`src/rtl/sha256_msg_padder.sv`:
```
// -----------------------------------------------------------------------------
// sha256_msg_padder
//
// Streaming SHA-256 message padder. Takes a message as big-endian 32-bit words
// and emits whole 512-bit blocks as sixteen 32-bit words. The output already
// carries the 0x80 marker, the zero fill and the 64-bit big-endian bit length.
//
// Ports
//   sys_clk_clk    : single clock, rising edge
//   reset_reset_n  : synchronous, active-low reset
//   in_valid/in_ready/in_data/in_last/in_bytes : message word stream
//                    (in_bytes = valid bytes of the last word, 0 means 4)
//   out_valid/out_ready/out_data : padded block word stream
//   out_first      : word index 0 of a block
//   out_blk_last   : word index 15 of a block
//   out_msg_end    : word index 15 of the final block of a message
// -----------------------------------------------------------------------------
module sha256_msg_padder #(
    parameter int CNT_W = 32
) (
    input  logic        sys_clk_clk,
    input  logic        reset_reset_n,
    input  logic        in_valid,
    output logic        in_ready,
    input  logic [31:0] in_data,
    input  logic        in_last,
    input  logic [1:0]  in_bytes,
    output logic        out_valid,
    input  logic        out_ready,
    output logic [31:0] out_data,
    output logic        out_first,
    output logic        out_blk_last,
    output logic        out_msg_end
);

    typedef enum logic [2:0] {
        ST_DATA,
        ST_MARK,
        ST_ZERO,
        ST_LEN_HI,
        ST_LEN_LO
    } state_t;

    state_t           state_q, state_d;
    logic [3:0]       widx_q, widx_d;
    logic [CNT_W-1:0] byte_cnt_q, byte_cnt_d;
    logic             out_valid_q, out_valid_d;
    logic [31:0]      out_data_q, out_data_d;
    logic             out_first_q, out_first_d;
    logic             out_blk_last_q, out_blk_last_d;
    logic             out_msg_end_q, out_msg_end_d;

    logic             advance;
    logic             in_fire;
    logic [2:0]       last_bytes;
    logic [2:0]       cnt_inc;
    logic [31:0]      tail_word;
    logic [63:0]      bit_len;
    state_t           after_mark;
    logic             emit;
    logic [31:0]      emit_data;
    logic             emit_end;

    // The output register may be reloaded whenever it is empty or being drained.
    assign advance  = !out_valid_q || out_ready;
    assign in_ready = reset_reset_n && (state_q == ST_DATA) && advance;
    assign in_fire  = in_valid && in_ready;

    assign last_bytes = (in_bytes == 2'd0) ? 3'd4 : {1'b0, in_bytes};
    assign cnt_inc    = in_last ? last_bytes : 3'd4;
    assign bit_len    = 64'(byte_cnt_q) << 3;

    // Where to go after the word carrying 0x80 has been emitted at widx_q.
    // Only index 13 leaves no room for zero fill before the length words;
    // indices 14/15 spill the zero fill into the next block.
    assign after_mark = (widx_q == 4'd13) ? ST_LEN_HI : ST_ZERO;

    // Final partial word: keep the valid bytes, drop in 0x80, zero the rest.
    always_comb begin
        tail_word = in_data;
        case (in_bytes)
            2'd1:    tail_word = {in_data[31:24], 8'h80, 16'h0000};
            2'd2:    tail_word = {in_data[31:16], 8'h80, 8'h00};
            2'd3:    tail_word = {in_data[31:8], 8'h80};
            default: tail_word = in_data;
        endcase
    end

    always_comb begin
        state_d        = state_q;
        widx_d         = widx_q;
        byte_cnt_d     = byte_cnt_q;
        out_valid_d    = out_valid_q;
        out_data_d     = out_data_q;
        out_first_d    = out_first_q;
        out_blk_last_d = out_blk_last_q;
        out_msg_end_d  = out_msg_end_q;
        emit           = 1'b0;
        emit_data      = 32'h0000_0000;
        emit_end       = 1'b0;

        // Everything freezes while a word sits stalled in the output register.
        if (advance) begin
            case (state_q)
                ST_DATA: begin
                    if (in_fire) begin
                        emit       = 1'b1;
                        emit_data  = in_data;
                        byte_cnt_d = byte_cnt_q + CNT_W'(cnt_inc);
                        if (in_last) begin
                            if (in_bytes == 2'd0) begin
                                // Full last word: marker needs a word of its own.
                                state_d = ST_MARK;
                            end else begin
                                emit_data = tail_word;
                                state_d   = after_mark;
                            end
                        end
                    end
                end
                ST_MARK: begin
                    emit      = 1'b1;
                    emit_data = 32'h8000_0000;
                    state_d   = after_mark;
                end
                ST_ZERO: begin
                    emit = 1'b1;
                    if (widx_q == 4'd13) begin
                        state_d = ST_LEN_HI;
                    end
                end
                ST_LEN_HI: begin
                    emit      = 1'b1;
                    emit_data = bit_len[63:32];
                    state_d   = ST_LEN_LO;
                end
                ST_LEN_LO: begin
                    emit       = 1'b1;
                    emit_data  = bit_len[31:0];
                    emit_end   = 1'b1;
                    byte_cnt_d = '0;
                    state_d    = ST_DATA;
                end
                default: begin
                    state_d = ST_DATA;
                end
            endcase

            out_valid_d = emit;
            if (emit) begin
                out_data_d     = emit_data;
                out_first_d    = (widx_q == 4'd0);
                out_blk_last_d = (widx_q == 4'd15);
                out_msg_end_d  = emit_end;
                widx_d         = widx_q + 4'd1;
            end
        end
    end

    always_ff @(posedge sys_clk_clk) begin
        if (!reset_reset_n) begin
            state_q        <= ST_DATA;
            widx_q         <= 4'd0;
            byte_cnt_q     <= '0;
            out_valid_q    <= 1'b0;
            out_data_q     <= 32'h0000_0000;
            out_first_q    <= 1'b0;
            out_blk_last_q <= 1'b0;
            out_msg_end_q  <= 1'b0;
        end else begin
            state_q        <= state_d;
            widx_q         <= widx_d;
            byte_cnt_q     <= byte_cnt_d;
            out_valid_q    <= out_valid_d;
            out_data_q     <= out_data_d;
            out_first_q    <= out_first_d;
            out_blk_last_q <= out_blk_last_d;
            out_msg_end_q  <= out_msg_end_d;
        end
    end

    assign out_valid    = out_valid_q;
    assign out_data     = out_data_q;
    assign out_first    = out_first_q;
    assign out_blk_last = out_blk_last_q;
    assign out_msg_end  = out_msg_end_q;

endmodule
```
`config.mk`:
```
export PLATFORM = sky130hd
export DESIGN_NAME = sha256_msg_padder
export DESIGN_NICKNAME = d
export VERILOG_FILES = /design/src/rtl/sha256_msg_padder.sv
export SDC_FILE = /design/constraint.sdc
export NUM_CORES = 1
export LEC_CHECK = 0
export BUFFER_PORTS_ARGS = -buffer_cell sky130_fd_sc_hd__clkbuf_2
export CAP_MARGIN = 30
export CORE_UTILIZATION = 55
export DETAILED_ROUTE_END_ITERATION = 8
export PLACE_DENSITY = 0.79
export SETUP_SLACK_MARGIN = 0.4
export SLEW_MARGIN = 20
export SYNTH_ARGS = -nofsm -noshare
export SYNTH_HDL_FRONTEND = slang
export SYNTH_SLANG_ARGS = --single-unit
```
`constraint.sdc`:
```
create_clock -name sys_clk_clk -period 4.2 [get_ports sys_clk_clk]
set_clock_uncertainty 0.05 [all_clocks]
set_input_delay 0.63 -clock sys_clk_clk [delete_from_list [all_inputs] [get_ports sys_clk_clk]]
set_output_delay 0.63 -clock sys_clk_clk [all_outputs]
set_load 0.01 [all_outputs]
```
==> metrics.md <==
| Metric | Value |
|---|---|
| Status | finished clean |
| Unrepaired setup endpoints after global routing | no |
| Crit end category | primary output |
| Hold-fix buffers, CTS | 0 |
| Worst path arrival time | around 2.0 ns |
| Top_reg_cell synth | dfxtp_1 |
| Area Overhead vs Synth | 15.9% |
| Startpoint Class | flop |
| Setup_tns | 0 ns |
| Reg2reg setup slack | roughly 1.9 ns |
| Worst R2R Start | state_q[0]$_SDFFE_PN0P_ |
| Synth Register Bits | 75 |
| Net count after synthesis | 515 |
| Hold EP | out_data[13]$_SDFFE_PN0P_ |
| Pint | 0.00115 W |
| Area of the core | 6790 um2 |
| Post-CTS sizing | 0 |
| Post-synthesis adder-cell area fraction | 2.45% |
| Overall die height | 85.9 um |
| Fillers | 554 |
| Final setup violation count | 0 |
| Max Freq | 376 MHz |
| Cell depth of the worst flop-to-flop path | 4 |
| Post-CTS Setup Inserts | 0 |
| Critical setup path kind | flop to primary output |
| First-pass GRT wire length | approximately 16 mm |
| Cell Pwr Density | 359 nW/um2 |
| Synth cell types | 54 |
| IO buf count | 75 |
| Die area | 7380 um2 |
| Final period util | 63.3% |
| Share of cells above drive strength 1 | 19.7% |
| CP Max Fanout | 17 |
| Hold Path Depth | 2 |
| GR Util met3 | ~5.3% |
| Worst hold-check path type | flop to flop |
| Xor/xnor share of the synthesized area | less than 1% |
| Most used routing layer | met2 |
| WL per Instance | 15.5 um |
| Switch share | 28.4% |
| Routability Congestion | 0.845 |
| WP data required | 3.52 ns |
| TritonCTS clock tree | done |
| Lkg Pwr | 1.75 nW |
| Final hold vios | 0 |
| GRT overflow | 0 |
| Max cap viols | 0 |
| Vias in the first global route | roughly 3.4k |
| Layout Nets | 575 |
| Combinational share of power | between 10 and 15% |
| Largest family of logic cells by synthesized area | simple AND/OR/NAND/NOR gates |
| Synthesis Warnings | 0 |
| Total Wirelength | 9.77 mm |
| Sequential element share of the synthesized area | between 30% and 40% |
| Core Rows | 30 |
| Worst Setup SP | state_q[0]$_SDFFE_PN0P_ |
| Final min period | 2.66 ns |
| Synthesized instance count | 469 |
| Sink Count | 75 |
| DRC viols | 0 |
| Top cell type's share of synthesized area | 38.8% |
| Worst IR drop on VDD | ~170 uV |
| Dominant cell type by area after synthesis | dfxtp_1 |
| CTS Root Cell | clkbuf_8 |
| WHS | 0.388 ns |
| Worst-Skew Late Latency | 0.36 ns |
| NetSw | 0.000457 W |
| Num CTS Buffers | 9 |
| Max transition margin | 41.8% |
| GR Util met2 | 42.7% |
| Post-synthesis simple-gate area fraction | between 20% and 30% |
| Crit path buffers/inverters | 1 |
| Hold path startpoint | out_data[13]$_SDFFE_PN0P_ |
| Horiz. Die Dim | 85.9 um |
| Most frequent cell after synthesis | nand2_1 |
| Top post-synthesis cells by area | dfxtp_1 (39%), nand2_1 (7.8%), a22oi_1 (4.7%) |
| CTS Buffer Depth | 2 |
| Initial antenna violation count | 0 |
| Starting Density | 57.0% |
| Post-DP HPWL | 6.78 mm |
| Cell family with most CP delay | simple AND/OR/NAND/NOR gates |
| Mux cell area share after synthesis | 3.88% |
| Pre-Repair DR Iteration Count | 5 |
| Iter 0 DRT Violations | 345 |
| Largest net degree at the start of global routing | 26 |
| Clk pwr share | 40.8% |
| Complex-gate fraction of the synthesized area | 20.5% |
| Slowest-stage cell, CP | or3_1 |
| Flop pwr share | 46.8% |
| Crit path largest cell delay | 0.69 ns |
| Avg Vias per Cell | 6.00 |
| Total power | roughly 0.0016 W |
| Met1 Use GR | roughly 38% |
| R2r endpoint | out_data[13]$_SDFFE_PN0P_ |
| Mapped Avg Cell Area | 8.26 um2 |
| Max Slew Vio Count | 0 |
| Asr flop ratio synth | 0% |
| Number of flops mapped to enable cells by yosys | 0 |
| Number of inserted diodes | 0 |
| Slew @ Worst Pin | 0.873 ns |
| Commonest cells post-synth | nand2_1 (80), dfxtp_1 (75), a21oi_1 (33), a22oi_1 (24) |
| Synthesized area | 3870 um2 |
| Via Count | around 3.8k |
| Reg clk slew, reported paths | 0.09 ns |
| CTS H-tree depth | 3 |
| DRT antenna net count | 0 |
| Total track usage | roughly 27% |
| CP cell instances | or3_1, nor3_1, clkbuf_2 |
| Io pins | 76 |
[area by class of cell]
type / instances / area [um2] / share of cell area, %
tap: 96 / 120 / 2.67
multi-input combinational: 342 / 2140 / 47.7
clock buffer: 9 / 124 / 2.76
clock inverter: 7 / 108 / 2.40
timing repair buffer: 81 / 420 / 9.36
inverter: 20 / 75.1 / 1.67
sequential: 75 / 1500 / 33.4
[registers in the layout, summed over array words and instances, names as in the netlist]
register	cells
out_first	1
state_q	3
out_blk_last	1
byte_cnt_q	32
out_valid	1
widx_q	4
out_msg_end	1
out_data	32
[power by group through the flow]
stage	registers [W]	clock network, W	logic [W]
3_3_place_gp	0.000769	0	0.000190
3_5_place_dp	0.000771	0	0.000196
2_1_floorplan	0.000770	0	0.000136
6_report	0.000754	0.000658	0.000200
5_1_grt	0.000757	0.000690	0.000220
4_1_cts	0.000754	0.000666	0.000198
[metal layers]
metal	wire, um	share of wire, %	up-vias
met5	0	0	-
met4	116	1.2	0
met3	648	6.6	13
met2	4390	45	146
met1	4620	47	1787
li1	-	-	1833
[tightest hold or removal path, cell delays in order, from the launching register on]
cell     delay (ns)
dfxtp_1        0.32
nand2_1        0.05
nand2_1        0.04
[worst max path at each step]
| stage | endpoint | cells past startpoint |
|---|---|---|
| 5_1_grt | in_ready | 3 |
| 3_5_place_dp | byte_cnt_q[16]$_SDFFE_PN0P_ | 10 |
| 6_report | in_ready | 3 |
| 3_3_place_gp | byte_cnt_q[10]$_SDFFE_PN0P_ | 10 |
| 4_1_cts | in_ready | 3 |
| 2_1_floorplan | byte_cnt_q[20]$_SDFFE_PN0P_ | 9 |
[layout by cell type, fill, tap and decap left out, types with 2 or more instances in the layout]
cell       instances
nand2_1           80
dfxtp_1           75
clkbuf_2          75
a21oi_1           33
a22oi_1           24
inv_1             20
nor4_1            20
mux2i_1           15
o21ai_0           14
nand3_1           13
nand2b_1          13
nor2_1            12
o31ai_1           12
or4_1             12
and2_1            10
nand4_1            9
clkbuf_8           9
o211ai_1           7
or3_1              6
o21a_1             6
ha_1               6
buf_4              6
and3_1             5
nor3_1             4
a21o_1             4
and4_1             4
nor2b_1            3
o31a_1             2
xnor2_1            2
o2111ai_1          2
o2111a_1           2
bufinv_16          2
inv_6              2
inv_8              2
[kinds of logic (layout without fill, tap and decap cells)]
family / after synthesis / count (layout)
XOR/XNOR: 3 / 3
AND/OR/NAND/NOR: 200 / 200
multiplexers: 15 / 15
buffers and inverters: 52 / 117
flip-flops: 75 / 75
AO/OA/AOI/OAI: 117 / 117
adder cells (fa/ha/maj): 7 / 7
[stage by stage]
step                cells  worst slack (ns)  util [%]  instance area (um2)
finish                630              1.54      66.1                 4490
global route          630              1.42      66.1                 4490
detailed placement    614              1.40      62.7                 4260
global placement      614              1.47      62.7                 4260
floorplan             469              1.68         -                 3870
CTS                   630              1.57      66.1                 4490
Power figures use the tool's default switching activity.
